File: config.mk
export PLATFORM = sky130hd
export DESIGN_NAME = impact_access_sequencer
export DESIGN_NICKNAME = d
export VERILOG_FILES = /design/src/rtl/impact_access_sequencer_pkg.sv /design/src/rtl/impact_phase_timer.sv /design/src/rtl/impact_access_sequencer.sv
export SDC_FILE = /design/constraint.sdc
export NUM_CORES = 1
export LEC_CHECK = 0
export CAP_MARGIN = 15
export CORE_ASPECT_RATIO = 0.6
export CORE_MARGIN = 3
export CORE_UTILIZATION = 45
export DETAILED_ROUTE_END_ITERATION = 10
export GPL_TIMING_DRIVEN = 1
export PLACE_DENSITY = 0.9
export SLEW_MARGIN = 20
export SYNTH_ARGS = -nofsm -noshare
export SYNTH_HDL_FRONTEND = slang
export SYNTH_SLANG_ARGS = --single-unit
File: constraint.sdc
create_clock -name clk -period 2.94 [get_ports clk]
set_input_delay 0.588 -clock clk [delete_from_list [all_inputs] [get_ports clk]]
set_output_delay 0.588 -clock clk [all_outputs]
set_load 0.02 [all_outputs]
File: src/rtl/impact_access_sequencer_pkg.sv
// Shared types and constants for the IMPACT SRAM access sequencer.
// FSM state encoding, op codes and default pin-timing values.
package impact_access_sequencer_pkg;

  typedef enum logic [2:0] {
    StIdle = 3'd0,
    StPre  = 3'd1,
    StRd   = 3'd2,
    StWr   = 3'd3,
    StHold = 3'd4,
    StResp = 3'd5
  } state_e;

  localparam logic OP_READ  = 1'b0;
  localparam logic OP_WRITE = 1'b1;

  localparam int unsigned DEF_PRE_CYCLES = 2;
  localparam int unsigned DEF_ACC_CYCLES = 2;
  localparam int unsigned DEF_MUX_LAT    = 1;
  localparam int unsigned DEF_WORD_W     = 10;

  function automatic int unsigned max_u(input int unsigned a, input int unsigned b);
    return (a > b) ? a : b;
  endfunction

endpackage

File: src/rtl/impact_phase_timer.sv
// Reusable phase down-counter: loaded on phase entry, done while the count sits at 1.
// Saturates at 1 so a phase that is not reloaded never wraps.
module impact_phase_timer #(
  parameter int unsigned Width = 3
) (
  input  logic             clk,
  input  logic             rst,
  input  logic             load,
  input  logic [Width-1:0] load_val,
  output logic             done
);

  logic [Width-1:0] cnt_q, cnt_d;

  always_comb begin
    cnt_d = cnt_q;
    if (load) begin
      cnt_d = load_val;
    end else if (cnt_q > Width'(1)) begin
      cnt_d = cnt_q - Width'(1);
    end
  end

  always_ff @(posedge clk) begin
    if (rst) begin
      cnt_q <= '0;
    end else begin
      cnt_q <= cnt_d;
    end
  end

  assign done = (cnt_q == Width'(1));

endmodule

File: src/rtl/impact_access_sequencer.sv
// Host-request to SRAM-head pin sequencer: precharge, then read or write strobe, then a
// valid/ready response. Every output is registered from the next state.
module impact_access_sequencer
  import impact_access_sequencer_pkg::*;
#(
  parameter int unsigned PRE_CYCLES = DEF_PRE_CYCLES,
  parameter int unsigned ACC_CYCLES = DEF_ACC_CYCLES,
  parameter int unsigned MUX_LAT    = DEF_MUX_LAT,
  parameter int unsigned WORD_W     = DEF_WORD_W
) (
  input  logic              clk,
  input  logic              rst,
  input  logic              req_valid,
  output logic              req_ready,
  input  logic              req_write,
  input  logic [1:0]        req_bank,
  input  logic [WORD_W-1:0] req_word,
  input  logic [1:0]        req_byte,
  input  logic [7:0]        req_wdata,
  output logic              rsp_valid,
  input  logic              rsp_ready,
  output logic              rsp_write,
  output logic [7:0]        rsp_rdata,
  input  logic [7:0]        sram_data_out,
  output logic [7:0]        sram_data_in,
  output logic [WORD_W-1:0] sram_word_sel,
  output logic [1:0]        sram_bank_sel,
  output logic [1:0]        sram_byte_sel,
  output logic              sram_pre,
  output logic              sram_we,
  output logic              sram_re,
  output logic              busy
);

  localparam int unsigned CntW = $clog2(max_u(PRE_CYCLES, ACC_CYCLES + MUX_LAT)) + 1;

  state_e state_q, state_d;
  logic   op_q;
  logic   accept;

  logic            timer_load;
  logic [CntW-1:0] timer_val;
  logic            timer_done;

  logic pre_d, we_d, re_d, rsp_valid_d, ready_d, busy_d;

  assign accept = req_valid && req_ready;

  impact_phase_timer #(
    .Width(CntW)
  ) u_timer (
    .clk     (clk),
    .rst     (rst),
    .load    (timer_load),
    .load_val(timer_val),
    .done    (timer_done)
  );

  always_ff @(posedge clk) begin
    if (rst) begin
      state_q <= StIdle;
    end else begin
      state_q <= state_d;
    end
  end

  // The timer is loaded on the same edge the state enters each timed phase.
  always_comb begin
    state_d    = state_q;
    timer_load = 1'b0;
    timer_val  = '0;
    unique case (state_q)
      StIdle: begin
        if (accept) begin
          state_d    = StPre;
          timer_load = 1'b1;
          timer_val  = CntW'(PRE_CYCLES);
        end
      end
      StPre: begin
        if (timer_done) begin
          timer_load = 1'b1;
          if (op_q == OP_WRITE) begin
            state_d   = StWr;
            timer_val = CntW'(ACC_CYCLES);
          end else begin
            state_d   = StRd;
            timer_val = CntW'(ACC_CYCLES + MUX_LAT);
          end
        end
      end
      StRd: begin
        if (timer_done) state_d = StResp;
      end
      StWr: begin
        if (timer_done) begin
          state_d    = StHold;
          timer_load = 1'b1;
          timer_val  = CntW'(1);
        end
      end
      StHold: begin
        if (timer_done) state_d = StResp;
      end
      StResp: begin
        if (rsp_ready) state_d = StIdle;
      end
      default: state_d = StIdle;
    endcase
  end

  always_comb begin
    pre_d       = (state_d == StPre);
    we_d        = (state_d == StWr);
    re_d        = (state_d == StRd);
    rsp_valid_d = (state_d == StResp);
    ready_d     = (state_d == StIdle);
    busy_d      = (state_d != StIdle);
  end

  always_ff @(posedge clk) begin
    if (rst) begin
      req_ready     <= 1'b1;
      busy          <= 1'b0;
      sram_pre      <= 1'b0;
      sram_we       <= 1'b0;
      sram_re       <= 1'b0;
      rsp_valid     <= 1'b0;
      rsp_write     <= 1'b0;
      rsp_rdata     <= '0;
      op_q          <= OP_READ;
      sram_data_in  <= '0;
      sram_word_sel <= '0;
      sram_bank_sel <= '0;
      sram_byte_sel <= '0;
    end else begin
      req_ready <= ready_d;
      busy      <= busy_d;
      sram_pre  <= pre_d;
      sram_we   <= we_d;
      sram_re   <= re_d;
      rsp_valid <= rsp_valid_d;
      if (accept) begin
        op_q          <= req_write;
        sram_data_in  <= req_wdata;
        sram_word_sel <= req_word;
        sram_bank_sel <= req_bank;
        sram_byte_sel <= req_byte;
      end
      // Read data is captured on the edge that ends the last RD cycle.
      if (state_q == StRd && state_d == StResp) begin
        rsp_rdata <= sram_data_out;
        rsp_write <= OP_READ;
      end
      if (state_q == StHold && state_d == StResp) begin
        rsp_rdata <= '0;
        rsp_write <= OP_WRITE;
      end
    end
  end

endmodule

# Word level (Yosys, flattened, before mapping)
# Cells that the tools add are included.
# totals
reg_bits	44
wordCells	57
inputBits	35
# classes
eq_ne	10
reduce_logical	11
add_sub_neg	1
magnitude_cmp	1
mux	19
# ops
operator	count
two-way mux 3 bit	7
one-hot mux 3 bit (5 select lines)	1
equality test 3 x 2 -> 1 bit, second input constant	4
equality test 3 x 1 -> 1 bit, second input constant	3
equality test 3 bit, second input constant	3
two-way mux 1 bit	7
logical NOT 3 bit	2
one-hot mux 2 bit (3 select lines)	1
OR reduction 2 bit	3
two-way mux 2 bit	2
nonzero test 2 bit	2
> comparator 3 x 1 -> 1 bit, second input constant	1
logical AND 1 bit	3
nonzero test 3 bit	1
subtractor 3 x 1 -> 3 bit, second input constant	1
one-hot mux 1 bit (2 select lines)	1

# Depth between registers and ports, before layout
# depth
ltp_word	7
depth_mapped	6

# Hierarchy
# From an unflattened synthesis, not the netlist that was laid out.
# unflattened
hier_cells	208
area_unflattened_um2	1783.0
# by_module_without_submodules
mod	n_inst	area_per_inst_um2	cells_per_inst	seq_area_each_um2
impact_access_sequencer	1	1576.5	181	820.8
impact_phase_timer	1	206.4	27	60.1

# Least setup slack after synthesis
# No wires, ideal clock.
# synth_path
path_kind	input-to-reg
startpoint	input req_valid
endpoint	register u_timer.cnt_q[0]
setup_slack_ns	1.243
arrival_ns	1.627
setup_ns	0.070
stages	5
path_cell_list	and2_4 > buf_6 > and3_4 > or4_1 > a21oi_1
# synth_between
elab_chain_len	4
elab_cells_between_ends	5
# synth_lines
element	line_no	rtl
start, declared	impact_access_sequencer.sv:13	input logic req_valid,
logical AND 1 bit *	impact_access_sequencer.sv:47	assign accept = req_valid && req_ready;
two-way mux 1 bit *	impact_access_sequencer.sv:74	if (accept) begin
one-hot mux 1 bit (2 select lines) *	impact_access_sequencer.sv:72	unique case (state_q)
two-way mux 3 bit / nonzero test 2 bit (equally long branches)	n/a	
end signal, assigned	impact_phase_timer.sv:28	cnt_q <= cnt_d;
end, declared	impact_phase_timer.sv:13	logic [Width-1:0] cnt_q, cnt_d;
# Mark *: on every way between the ends. The rest lies on a longest branch, timed or not.
# A chain may end at the register's enable or synchronous reset.

# Final worst setup path
# Same ends and word-level chain as after synthesis.

==> summary.md <==
| Metric | Value |
|---|---|
| Post-Synthesis Cell Area | around 1700 um2 |
| Comb pwr share | approximately a third |
| Clock transition at the registers of the reported paths | 70 ps |
| Inserted Clock Buffers | 5 |
| DRC | 0 |
| Initial DRC count | just over 100 |
| Internal power | 0.00107 W |
| Die Width | about 86 um |
| H-tree levels | 2 |
| Io pins | 72 |
| Worst Clk Skew | 3.60 ps |
| Post-synthesis sequential area ratio | between 50% and 60% |
| CP Buf/Inv Count | 1 |
| Async set-or-reset flop fraction in the synthesized netlist | 0% |
| Via-to-Cell Ratio | between 5 and 6 |
| Slew Viols, Final | 0 |
| Highest Clock Rate | about 520 MHz |
| DIE AREA | around 4600 um2 |
| GRT Residual Overflow | 0 |
| Slowest stage delay, CP | 510 ps |
| Slew @ Worst Pin | approximately 730 ps |
| Number of enable flip-flop cells after synthesis | 0 |
| Crit path cell chain | clkdlybuf4s50_1 -> and2_4 -> and3_4 -> or4_1 -> a21oi_1 |
| Synth Register Bits | 44 |
| Smallest hold slack | roughly 450 ps |
| Worst-path maximum fanout | 25 |
| Relative slew slack | approximately half |
| Final nets | approximately 300 |
| CTS tree | built |
| Synthesized area per cell | between 8 and 9 um2 |
| Syn-to-layout area delta | 46.4% |
| Post-Route Setup TNS | 0 ps |
| Max Cap Viol | 0 |
| Vias in the first global route | 1468 |
| Critical Path End Type | flop |
| Main synth FF type | dfxtp_1 |
| CTS Buffer Depth | 2 |
| Largest net degree at the start of global routing | 26 |
| Port buffer count | 71 |
| Clk_lat worst skew | about 290 ps |
| Post-CTS Resized | 0 |
| Placed cell count | between 300 and 400 |
| Pleak | slightly below 1 nW |
| Tcrit/Tclk final | roughly two thirds |
| # Post-CTS Setup Buffers | 0 |
| Synth top cells by count | 51 x nand2_1, 44 x dfxtp_1, 32 x a21oi_1, 13 x nor2_1, 9 x mux2i_1 |
| Core Rows | 16 |
| RSZ-0062 raised after global routing | false |
| Critical Path Slowest Stage Cell | or4_1 |
| Non-Filler Instances | between 300 and 400 |
| Antenna Nets Post-Route | 0 |
| Routed WL | approximately 4.3 mm |
| Reg power frac | between 40% and 50% |
| Clock net sink count | between 40 and 50 |
| Clock share of power | 21.3% |
| Post-Synthesis Cells | 196 |
| Fraction of layout cells with a size suffix above 1 | under 10% |
| Max VDD drop | between 300 and 400 uV |
| Post-synth top area cell | dfxtp_1 |
| CTS root buf | clkbuf_8 |
| Largest cells by area after synthesis | dfxtp_1 51%, nand2_1 11%, a21oi_1 9.4% |
| Core footprint | between 3000 and 4000 um2 |
| Vias | ~1600 |
| Area fraction of the dominant cell type after synthesis | ~51% |
| Outcome | finished, final reports clean |
| HPWL after DPL | just over 3 mm |
| Sw Pwr | just over 0.0005 W |
| Total GRT Usage | 19.3% |
| Sw Ratio | between 30% and 40% |
| Worst Hold Class | reg -> reg |
| Synth warn | 0 |
| Min cycle time layout | about 1900 ps |
| Critical Path AT | 2150 ps |
| Final Hold Vio Count | 0 |
| Initial Utilization | 49.7% |
| Routed len/inst | 13.9 um |
| Unique masters post-synth | 35 |
| Die Y | ~54 um |
| Kind of critical path | in -> reg |
| Initial antenna violation count | 0 |
| Endpoints failing setup | 0 |
| First-pass iteration count of the detailed router | 4 |
| Post-synth net total | about 230 |
| First-pass GRT wire length | 6.65 mm |
| Routability cong. | 0.881 |
| Number of hold buffers added after cts | 0 |
| Most frequent cell after synthesis | nand2_1 |
| Delay-heaviest family, CP | simple AND/OR/NAND/NOR gates |
| Crit path launch type | input port |
| Antenna diode count | 0 |
| Pwr/cell area | roughly 630 nW/um2 |
| CP required | around 3200 ps |
[layer usage]
| layer | part of all wire, % | GRT usage (%) |
|---|---|---|
| met1 | 44 | 22.5 |
| met2 | 43 | 30.3 |
| met5 | 0 | 0 |
| met3 | 12 | 11.0 |
| met4 | 0.63 | 6.32 |
[power groups by stage]
stage / clock network (W) / logic, W / registers, W
2_1_floorplan: 0 / 0.000287 / 0.000779
3_3_place_gp: 0 / 0.000521 / 0.000730
3_5_place_dp: 0 / 0.000527 / 0.000731
4_1_cts: 0.000347 / 0.000531 / 0.000718
5_1_grt: 0.000372 / 0.000582 / 0.000729
6_report: 0.000338 / 0.000530 / 0.000719
[kinds of logic (layout without fill, tap and decap cells)]
| kind of cell | after synthesis | count (layout) | share of synthesized area [%] |
|---|---|---|---|
| buffers and inverters | 16 | 83 | 4.39 |
| DFF | 44 | 44 | 51.5 |
| adders and majority gates | 2 | 2 | 1.46 |
| muxes | 9 | 9 | 5.26 |
| AOI/OAI and AO/OA | 42 | 42 | 15.3 |
| and+or+nand+nor | 82 | 82 | 21.6 |
| xor gates and xnor gates | 1 | 1 | 0.512 |
[per-stage QoR]
step                utilization [%]  cell area (um2)  power, W  setup slack [ps]
floorplan                         -             1710   0.00107              1240
global placement               70.8             2440   0.00125               760
detailed placement             70.8             2440   0.00126               721
CTS                            72.8             2510   0.00160              1030
global route                   72.8             2510   0.00168               921
finish                         72.8             2510   0.00159              1010
[path summary, 6_finish.rpt]
kind	from	cells past startpoint	endpoint	slack [ps]
worst min register to register	sram_byte_sel[0]	2	sram_byte_sel[0]	450
worst max-delay path	req_valid	5	u_timer.cnt_q[0]	1010
worst min-delay path	sram_byte_sel[0]	2	sram_byte_sel[0]	450
worst max register to register	u_timer.cnt_q[1]	6	rsp_rdata[2]	1090
[placed cells by master, fill, tap and decap left out, types with 2 or more instances in the layout]
cell type,count
nor3b_1,2
ha_1,2
nor2b_1,3
inv_1,5
clkbuf_8,5
nand2_1,51
a21oi_1,32
dfxtp_1,44
clkdlybuf4s50_1,71
nand2b_1,3
mux2i_1,9
buf_4,2
nor2_1,13
[cell type report]
cell class	instances	area, um2
Fill cell	268	937
Sequential cell	44	881
Multi-Input combinational cell	136	756
Timing Repair Buffer	73	726
Clock buffer	5	68.8
Tap cell	45	56.3
Inverter	5	18.8
[registers in the layout, summed over array words and instances, names as in the netlist]
signal	flops
sram_byte_sel	2
u_timer.cnt_q	3
sram_word_sel	10
rsp_valid	1
busy	1
sram_we	1
sram_pre	1
rsp_write	1
req_ready	1
op_q	1
state_q	3
sram_re	1
rsp_rdata	8
sram_data_in	8
sram_bank_sel	2
[tightest hold or removal path, stage by stage, from the launching register on]
cell	delay, ps
dfxtp_1	310
nand2_1	50
a21oi_1	50
(Power assumes the default switching activity.)
